--- src/rtl/obc_pkg.sv ---
// Shared types and constants for the OBC distributed-arithmetic DFT sequencer.
package obc_pkg;

    localparam int unsigned ACC_W = 32;
    localparam int unsigned NLANE = 4;

    typedef enum logic [1:0] {
        IDLE,
        RUN,
        DONE
    } state_e;

    typedef logic signed [ACC_W-1:0] lane_word_t;

endpackage

--- src/rtl/obc_da_sequencer_if.sv ---
// Frame-in / result-out handshake bundle of the OBC DA sequencer.
interface obc_da_sequencer_if
    import obc_pkg::*;
#(
    parameter int unsigned DATA_W = 16
);

    logic                     in_valid;
    logic                     in_ready;
    logic [8*DATA_W-1:0]      in_data;
    logic [NLANE*ACC_W-1:0]   offset;
    logic                     out_valid;
    logic                     out_ready;
    logic [NLANE*ACC_W-1:0]   out_data;

    // master: the sample buffer / downstream side; slave: the sequencer
    modport master (
        output in_valid, in_data, offset, out_ready,
        input  in_ready, out_valid, out_data
    );

    modport slave (
        input  in_valid, in_data, offset, out_ready,
        output in_ready, out_valid, out_data
    );

endinterface

--- src/rtl/obc_lane_acc.sv ---
// Single-lane shift-add accumulator: halving add per bit, subtract + offset on the sign bit.
module obc_lane_acc
    import obc_pkg::*;
(
    input  logic       clk,
    input  logic       rst_n,
    input  logic       clr,
    input  logic       step,
    input  logic       last,
    input  lane_word_t rom,
    input  lane_word_t offset,
    output lane_word_t acc
);

    lane_word_t acc_q, acc_d, sum;

    always_comb begin
        sum   = acc_q + rom;
        acc_d = acc_q;
        if (clr) begin
            acc_d = '0;
        end else if (step) begin
            // sign-bit slice carries negative weight; offset folds in the OBC correction
            if (last) begin
                acc_d = acc_q - rom + offset;
            end else begin
                acc_d = sum >>> 1;
            end
        end
    end

    always_ff @(posedge clk) begin
        if (!rst_n) begin
            acc_q <= '0;
        end else begin
            acc_q <= acc_d;
        end
    end

    assign acc = acc_q;

endmodule

--- src/rtl/obc_da_sequencer.sv ---
// Bit-serial OBC DA controller: shifts a frame of 8 samples out LSB first as ROM addresses
// and accumulates the returned lane words into finished DFT lane results.
module obc_da_sequencer
    import obc_pkg::*;
#(
    parameter int unsigned DATA_W = 16
) (
    input  logic                   clk,
    input  logic                   rst_n,
    obc_da_sequencer_if.slave      bus,
    output logic [7:0]             rom_bits,
    input  logic [NLANE*ACC_W-1:0] rom_data,
    output logic                   busy
);

    localparam int unsigned   CNT_W  = (DATA_W > 1) ? $clog2(DATA_W) : 1;
    localparam logic [CNT_W-1:0] K_LAST = CNT_W'(DATA_W - 1);

    state_e            state_q, state_d;
    logic [DATA_W-1:0] sreg_q [8];
    logic [CNT_W-1:0]  k_q;
    lane_word_t        off_q [NLANE];
    lane_word_t        acc [NLANE];
    logic              load, clr, step, last;

    always_ff @(posedge clk) begin
        if (!rst_n) begin
            state_q <= IDLE;
        end else begin
            state_q <= state_d;
        end
    end

    always_comb begin
        state_d       = state_q;
        bus.in_ready  = 1'b0;
        bus.out_valid = 1'b0;
        busy          = 1'b0;
        load          = 1'b0;
        clr           = 1'b0;
        step          = 1'b0;
        last          = 1'b0;
        unique case (state_q)
            IDLE: begin
                bus.in_ready = 1'b1;
                if (bus.in_valid) begin
                    load    = 1'b1;
                    clr     = 1'b1;
                    state_d = RUN;
                end
            end
            RUN: begin
                busy = 1'b1;
                step = 1'b1;
                if (k_q == K_LAST) begin
                    last    = 1'b1;
                    state_d = DONE;
                end
            end
            DONE: begin
                busy          = 1'b1;
                bus.out_valid = 1'b1;
                if (bus.out_ready) begin
                    state_d = IDLE;
                end
            end
            default: state_d = IDLE;
        endcase
    end

    // Sample shift registers, bit counter and per-lane offsets captured with the frame
    always_ff @(posedge clk) begin
        if (!rst_n) begin
            k_q <= '0;
            for (int i = 0; i < 8; i++) begin
                sreg_q[i] <= '0;
            end
            for (int l = 0; l < int'(NLANE); l++) begin
                off_q[l] <= '0;
            end
        end else if (load) begin
            k_q <= '0;
            for (int i = 0; i < 8; i++) begin
                sreg_q[i] <= bus.in_data[i*DATA_W +: DATA_W];
            end
            for (int l = 0; l < int'(NLANE); l++) begin
                off_q[l] <= lane_word_t'(bus.offset[l*ACC_W +: ACC_W]);
            end
        end else if (step) begin
            k_q <= k_q + 1'b1;
            for (int i = 0; i < 8; i++) begin
                sreg_q[i] <= sreg_q[i] >> 1;
            end
        end
    end

    always_comb begin
        rom_bits = '0;
        if (state_q == RUN) begin
            for (int i = 0; i < 8; i++) begin
                rom_bits[i] = sreg_q[i][0];
            end
        end
    end

    always_comb begin
        bus.out_data = '0;
        if (state_q == DONE) begin
            for (int l = 0; l < int'(NLANE); l++) begin
                bus.out_data[l*ACC_W +: ACC_W] = acc[l];
            end
        end
    end

    for (genvar l = 0; l < int'(NLANE); l++) begin : g_lane
        obc_lane_acc u_acc (
            .clk    (clk),
            .rst_n  (rst_n),
            .clr    (clr),
            .step   (step),
            .last   (last),
            .rom    (lane_word_t'(rom_data[l*ACC_W +: ACC_W])),
            .offset (off_q[l]),
            .acc    (acc[l])
        );
    end

endmodule

--- src/flat_wrapper.sv ---
// flat-port wrapper written by rule: the top's interface ports become plain ports
module obc_da_sequencer_flat import obc_pkg::*;
#(
    parameter int unsigned DATA_W = 16
)
  (clk, rst_n, rom_bits, rom_data, busy, bus_in_valid, bus_in_data, bus_offset, bus_out_ready, bus_in_ready, bus_out_valid, bus_out_data);
  obc_da_sequencer_if #(.DATA_W(DATA_W)) bus_i ();
  input  logic clk;
  input  logic rst_n;
  output logic [7:0] rom_bits;
  input  logic [NLANE*ACC_W-1:0] rom_data;
  output logic busy;
  input wire logic [$bits(bus_i.in_valid)-1:0] bus_in_valid;
  input wire logic [$bits(bus_i.in_data)-1:0] bus_in_data;
  input wire logic [$bits(bus_i.offset)-1:0] bus_offset;
  input wire logic [$bits(bus_i.out_ready)-1:0] bus_out_ready;
  output wire logic [$bits(bus_i.in_ready)-1:0] bus_in_ready;
  output wire logic [$bits(bus_i.out_valid)-1:0] bus_out_valid;
  output wire logic [$bits(bus_i.out_data)-1:0] bus_out_data;
  assign bus_i.in_valid = bus_in_valid;
  assign bus_i.in_data = bus_in_data;
  assign bus_i.offset = bus_offset;
  assign bus_i.out_ready = bus_out_ready;
  assign bus_in_ready = bus_i.in_ready;
  assign bus_out_valid = bus_i.out_valid;
  assign bus_out_data = bus_i.out_data;
  obc_da_sequencer #(.DATA_W(DATA_W)) u_core (.clk(clk), .rst_n(rst_n), .bus(bus_i), .rom_bits(rom_bits), .rom_data(rom_data), .busy(busy));
endmodule
--- config.mk ---
export PLATFORM = sky130hd
export DESIGN_NAME = obc_da_sequencer_flat
export DESIGN_NICKNAME = d
export VERILOG_FILES = /design/src/rtl/obc_pkg.sv /design/src/rtl/obc_da_sequencer_if.sv /design/src/rtl/obc_lane_acc.sv /design/src/rtl/obc_da_sequencer.sv /design/src/flat_wrapper.sv
export SDC_FILE = /design/constraint.sdc
export NUM_CORES = 1
export LEC_CHECK = 0
export BUFFER_PORTS_ARGS = -buffer_cell sky130_fd_sc_hd__buf_2
export CAP_MARGIN = 5
export CORE_MARGIN = 2
export CORE_UTILIZATION = 45
export CTS_CLUSTER_DIAMETER = 100
export DETAILED_ROUTE_END_ITERATION = 10
export PLACE_DENSITY = 0.67
export SYNTH_ARGS = -nofsm -noshare
export SYNTH_HDL_FRONTEND = slang
export SYNTH_HIERARCHICAL = 1
export SYNTH_SLANG_ARGS = --single-unit
--- constraint.sdc ---
create_clock -name clk -period 4.9 [get_ports clk]
set_input_delay 0.735 -clock clk [delete_from_list [all_inputs] [get_ports clk]]
set_output_delay 0.735 -clock clk [all_outputs]
set_load 0.02 [all_outputs]
Yosys cells after proc, flatten, opt, wreduce, memory -nomap -nowiden
Memories as Yosys holds them, arrays and structs flattened.
Index checks and enable logic that the tools add are counted.
{"block": "word_totals", "out_inout_bits": 139, "memories": 2, "inputBits": 388, "ff_bits": 134, "word_cells": 98, "ramBits": 256}
{"name": "u_core.off_q", "depth": 4, "width": 32, "read_ports": 4, "rd_ports_with_merged_regs": 0, "write_ports": 4, "line": "obc_da_sequencer.sv:22", "source": "lane_word_t off_q [NLANE];"}
{"name": "u_core.sreg_q", "depth": 8, "width": 16, "read_ports": 8, "rd_ports_with_merged_regs": 0, "write_ports": 8, "line": "obc_da_sequencer.sv:20", "source": "logic [DATA_W-1:0] sreg_q [8];"}
{"block": "classes", "reduce_logical": 4, "n_eq_ne": 6, "mux": 46, "addsub": 13, "bitwise_logic": 21}
{"op": "adder 32 bit", "count": 8}
{"op": "two-way mux 16 bit", "count": 16}
{"op": "two-way mux 32 bit", "count": 8}
{"op": "two-way mux 128 bit", "count": 1}
{"op": "subtractor 32 bit", "count": 4}
{"op": "bitwise OR 1 bit", "count": 20}
{"op": "two-way mux 1 bit", "count": 16}
{"op": "two-way mux 8 bit", "count": 1}
{"op": "two-way mux 2 bit", "count": 3}
{"op": "case mux 2 bit (3 select lines)", "count": 1}
{"op": "adder 4 x 1 -> 4 bit (second input constant)", "count": 1}
{"op": "equality test 4 bit (second input constant)", "count": 1}
{"op": "inequality test 2 bit (second input constant)", "count": 2}
{"op": "OR reduction 2 bit", "count": 2}
{"op": "AND reduction 3 bit", "count": 1}
{"op": "equality test 2 x 1 -> 1 bit (second input constant)", "count": 1}
{"op": "equality test 2 bit (second input constant)", "count": 1}
{"op": "zero test 2 bit", "count": 1}
{"op": "inequality test 2 x 1 -> 1 bit (second input constant)", "count": 1}
{"op": "NOT 1 bit", "count": 1}

Depth between registers and ports, before layout
{"block": "logic_depth", "word_depth": 7, "mapped_depth": 14, "mapped_depth_nobuf": 14}

Cells and area by module
Netlist, hierarchy kept.
{"mod": "obc_lane_acc (u_core.g_lane[1].u_acc ...)", "instances": 2, "seq_area_each_um2": 640.6, "area_per_inst_um2": 5738.0, "cells_per_inst": 786}
{"mod": "obc_da_sequencer", "instances": 1, "seq_area_each_um2": 7767.4, "area_per_inst_um2": 11174.5, "cells_per_inst": 760}
{"mod": "obc_lane_acc (u_core.g_lane[3].u_acc)", "instances": 1, "seq_area_each_um2": 640.6, "area_per_inst_um2": 5818.1, "cells_per_inst": 764}
{"mod": "obc_lane_acc (u_core.g_lane[0].u_acc)", "instances": 1, "seq_area_each_um2": 640.6, "area_per_inst_um2": 5793.1, "cells_per_inst": 775}

Least setup slack after synthesis
Ideal clock, no wire load.
{"block": "synth_timing", "path_type": "reg2reg", "start": "register u_core.state_q[0]", "end": "memory u_core/off_q[0][0] in the netlist's numbering, enable pin", "path_buffers": 1, "t_required_ns": 3.759, "period_less_slack_ns": 4.364, "setup_time_ns": 1.141, "stages_incl_launch_ff": 6, "t_arrival_ns": 3.222, "path_slack_ns": 0.536, "cell_sequence": "dfxtp_1 inv_1 ha_1 nand2_1 buf_2 nand2_1"}
{"element": "start: declaration", "line": "obc_da_sequencer.sv:19", "source": "state_e state_q, state_d;"}
{"element": "start signal: assignment", "line": "obc_da_sequencer.sv:30", "source": "state_q <= state_d;"}
{"element": "end: declaration", "line": "obc_da_sequencer.sv:22"}

Worst setup path after layout
{"block": "layout_timing", "start": "register u_core.g_lane[0].u_acc.acc_q[1]", "end": "register u_core.g_lane[0].u_acc.acc_q[30]"}
{"block": "layout_between", "elab_chain_cells": 3, "elab_cells_between_ends": 4, "cone_classes": "3 x add/sub; 1 x mux"}
{"element": "start: declaration", "line": "obc_lane_acc.sv:15", "source": "lane_word_t acc_q, acc_d, sum;"}
{"element": "start signal: assignment", "line": "obc_lane_acc.sv:34", "source": "acc_q <= '0;"}
{"element": "start signal: assignment", "line": "obc_lane_acc.sv:36", "source": "acc_q <= acc_d;"}
{"element": "subtractor 32 bit", "line": "obc_lane_acc.sv:25", "source": "acc_d = acc_q - rom + offset;"}
{"element": "adder 32 bit", "line": "obc_lane_acc.sv:25"}
{"element": "two-way mux 32 bit (*)", "line": "obc_lane_acc.sv:24", "source": "if (last) begin"}
Every way passes the cells marked *; elsewhere a longest branch is shown, timed or not.
A chain may end at the register's enable or synchronous reset.

==> flow_metrics.env <==
export IMPL_grt_antenna_before_repair=30
export IMPL_setup_violations=0
export IMPL_cts_sinks=390
export IMPL_htree_levels=2
export IMPL_die_area_um2=78400
export IMPL_gp_congestion=0.947
export IMPL_drt_vias_per_instance=5.58
export IMPL_first_global_vias=28800
export IMPL_cts_buffers_inserted=49
export IMPL_die_w_um=280
export IMPL_wirelength_um=105000
export IMPL_rr_worst_depth=13
export IMPL_post_cts_buffers=0
export IMPL_multiInputGateArea_um2=21100
export IMPL_place_hpwl_um=80100
export IMPL_wl_per_cell_um=19.6
export IMPL_slowest_stage="fa_1"
export IMPL_peakVddDrop_v=0.000274
export IMPL_cp_end_kind="register"
export IMPL_ys_flop_type="edfxtp_1"
export IMPL_cp_slowest_stage_delay_ns=0.50
export IMPL_finalCritPeriodShare=0.817
export IMPL_yosysMostFrequentCell="inv_1"
export IMPL_cap_viol_max_count=0
export IMPL_die_y_um=280
export IMPL_fin_crit_ns=4.01
export IMPL_synth_seq_area_share=0.302
export IMPL_drc_errors=0
export IMPL_cts_resized_gates=0
export IMPL_grt_max_degree=123
export IMPL_fmaxAchievable_mhz=250
export IMPL_drive_gt1_frac=0.169
export IMPL_power_leakage_nw=18.4
export IMPL_rsz0062_at_grt="no"
export IMPL_arrival_ns=4.49
export IMPL_synthTopCellsByCount="inv_1, a21oi_1, and2_1, ha_1, edfxtp_1"
export IMPL_crit_type="reg2reg"
export IMPL_io_buffers=526
export IMPL_io_pins=527
export IMPL_finalClockSkew_ns=0.0197
export IMPL_min_path_type="in2reg"
export IMPL_synthCells=3871
export IMPL_fin_nets=5089
export IMPL_fillers=7202
export IMPL_status="complete, no violations"
export IMPL_netlist_top_cells_area="edfxtp_1, ha_1, dfxtp_1"
export IMPL_p_total_w=0.0177
export IMPL_startpoint_type="register"
export IMPL_path_clk_slew_ns=0.06
export IMPL_hold_worst_slack_ns=0.386
export IMPL_row_count=101
export IMPL_tightest_slew_ns=1.00
export IMPL_area_sequential_um2=10300
export IMPL_synthArstFlopShare=0
export IMPL_maxSlewHeadroom=0.332
export IMPL_powerDensity_nw_per_um2=449
export IMPL_path_cells="inv_1 > fa_1 > inv_1 > fa_1 > a211oi_1 > o21ai_1 > a41oi_1 > o31a_1 > o41ai_2 > a311oi_1 > xor2_1 > a21oi_1 > a22o_1"
export IMPL_final_setup_tns_ns=0
export IMPL_dr_pass1_iters=5
export IMPL_cts_root_buf="clkbuf_16"
export IMPL_grt_pass1_wl_um=161000
export IMPL_path_max_fanout=5
export IMPL_globalRouteOverflowTotal=0
export IMPL_min_path_cells=3
export IMPL_ys_ff_latch=390
export IMPL_core_um2=75700
export IMPL_syn_to_final_growth_pct=14.9
export IMPL_yosys_warnings=6
export IMPL_maxSlewViolCount=0
export IMPL_final_util=0.520
export IMPL_synth_nets=4645
export IMPL_vias=29800
export IMPL_synth_top_area_share=0.221
export IMPL_cts_hold_fix_buffers=0
export IMPL_syn_avg_cell_area_um2=8.85
export IMPL_yosys_area_top_type="edfxtp_1"
export IMPL_worstSkewPairLatency_ns=0.60
export IMPL_crit_required_ns=5.39
export IMPL_initial_core_util=0.453
export IMPL_drtIter0Drc=2133
export IMPL_grt_total_usage=0.259
export IMPL_synth_edff_count=252
export IMPL_cts_buffer_depth=3
export IMPL_synthDistinctLibCells=105
export IMPL_syn_cell_area_um2=34300
export IMPL_antenna_left=0
export IMPL_final_hold_viol_count=0
export IMPL_cts_tree="done"
[placed cells by master (no fill, tap or decap), types with 33 or more instances in the layout]
cell / n
inv_1: 545
buf_2: 526
a21oi_1: 320
and2_1: 280
ha_1: 256
edfxtp_1: 252
nand2_1: 215
nor2_1: 199
o21ai_0: 199
dfxtp_1: 138
xnor2_1: 133
fa_1: 128
a22o_1: 123
a21o_1: 92
xor2_1: 87
clkbuf_16: 54
a211oi_1: 54
nand3_1: 50
nor3_1: 43
a31oi_1: 42
o21ai_1: 35
nand4_1: 34
o21bai_1: 34
nor2b_1: 33
[path summary, 6_finish.rpt]
kind,from,endpoint,slack (ns)
max,u_core/g_lane[0].u_acc/acc[1]$_SDFFE_PP0P_,u_core/g_lane[0].u_acc/acc[30]$_SDFFE_PP0P_,0.89
min,bus_in_data[95],u_core/sreg_q[0][95]$_SDFFE_PP0P_,0.39
max reg2reg,u_core/g_lane[0].u_acc/acc[1]$_SDFFE_PP0P_,u_core/g_lane[0].u_acc/acc[30]$_SDFFE_PP0P_,0.89
min reg2reg,u_core/sreg_q[0][79]$_SDFFE_PP0P_,u_core/sreg_q[0][79]$_SDFFE_PP0P_,0.46
[state kept, by name (all words and copies together) (netlist names)]
signal / flops
u_core/off_q: 128
u_core/sreg_q: 128
u_core/g_lane.u_acc/acc: 128
u_core/state_q: 2
u_core/k_q: 4
[power breakdown]
part           total (W)  internal [W]  switching, W  leakage [nW]
clock            0.00394       0.00238       0.00157         0.834
combinational    0.00899       0.00352       0.00548          13.7
sequential       0.00475       0.00431      0.000435          3.89
total             0.0177        0.0102       0.00748          18.4
[area by class of cell]
cell class | instances | area share
inverters | 547 | 0.0521
diodes | 10 | 0.000636
clock inverters | 27 | 0.00785
clock buffers | 65 | 0.0364
well taps | 978 | 0.0311
repair buffers | 552 | 0.0728
flip-flops and latches | 390 | 0.262
multi-input cells | 2775 | 0.537
[per-layer routing]
layer,global-route usage,vias up,wire length (um)
li1,-,14500,-
met1,0.343,14100,45600
met2,0.423,1023,47800
met3,0.0574,196,8040
met4,0.0812,34,3040
met5,0,-,211
[through the flow]
stage | worst slack (ns) | area [um2] | std cells
2_1_floorplan | 0.536 | 34300 | 3871
3_3_place_gp | 0.664 | 37600 | 5242
3_5_place_dp | 0.612 | 37600 | 5242
4_1_cts | 0.918 | 39400 | 5334
5_1_grt | 0.617 | 39400 | 5341
6_report | 0.894 | 39400 | 5344
[cell families after synthesis]
kind of cell             count (synthesis)  share of synthesized area
AO/OA/AOI/OAI                         1140                      0.229
AND/OR/NAND/NOR                        995                      0.151
buffers and inverters                  706                     0.0833
flip-flops                             390                      0.302
adder cells (fa/ha/maj)                386                      0.169
XOR/XNOR                               220                     0.0562
multiplexers                            34                     0.0100
[worst max-delay path: cells and delay by family (launching register included)]
kind,cells,cell delay [ns]
AO/OA/AOI/OAI,8,2.17
adder cells (fa/ha/maj),2,0.98
flip-flops,1,0.42
XOR/XNOR,1,0.18
buffers and inverters,2,0.16
No activity file was read; power rests on OpenSTA's default activity.
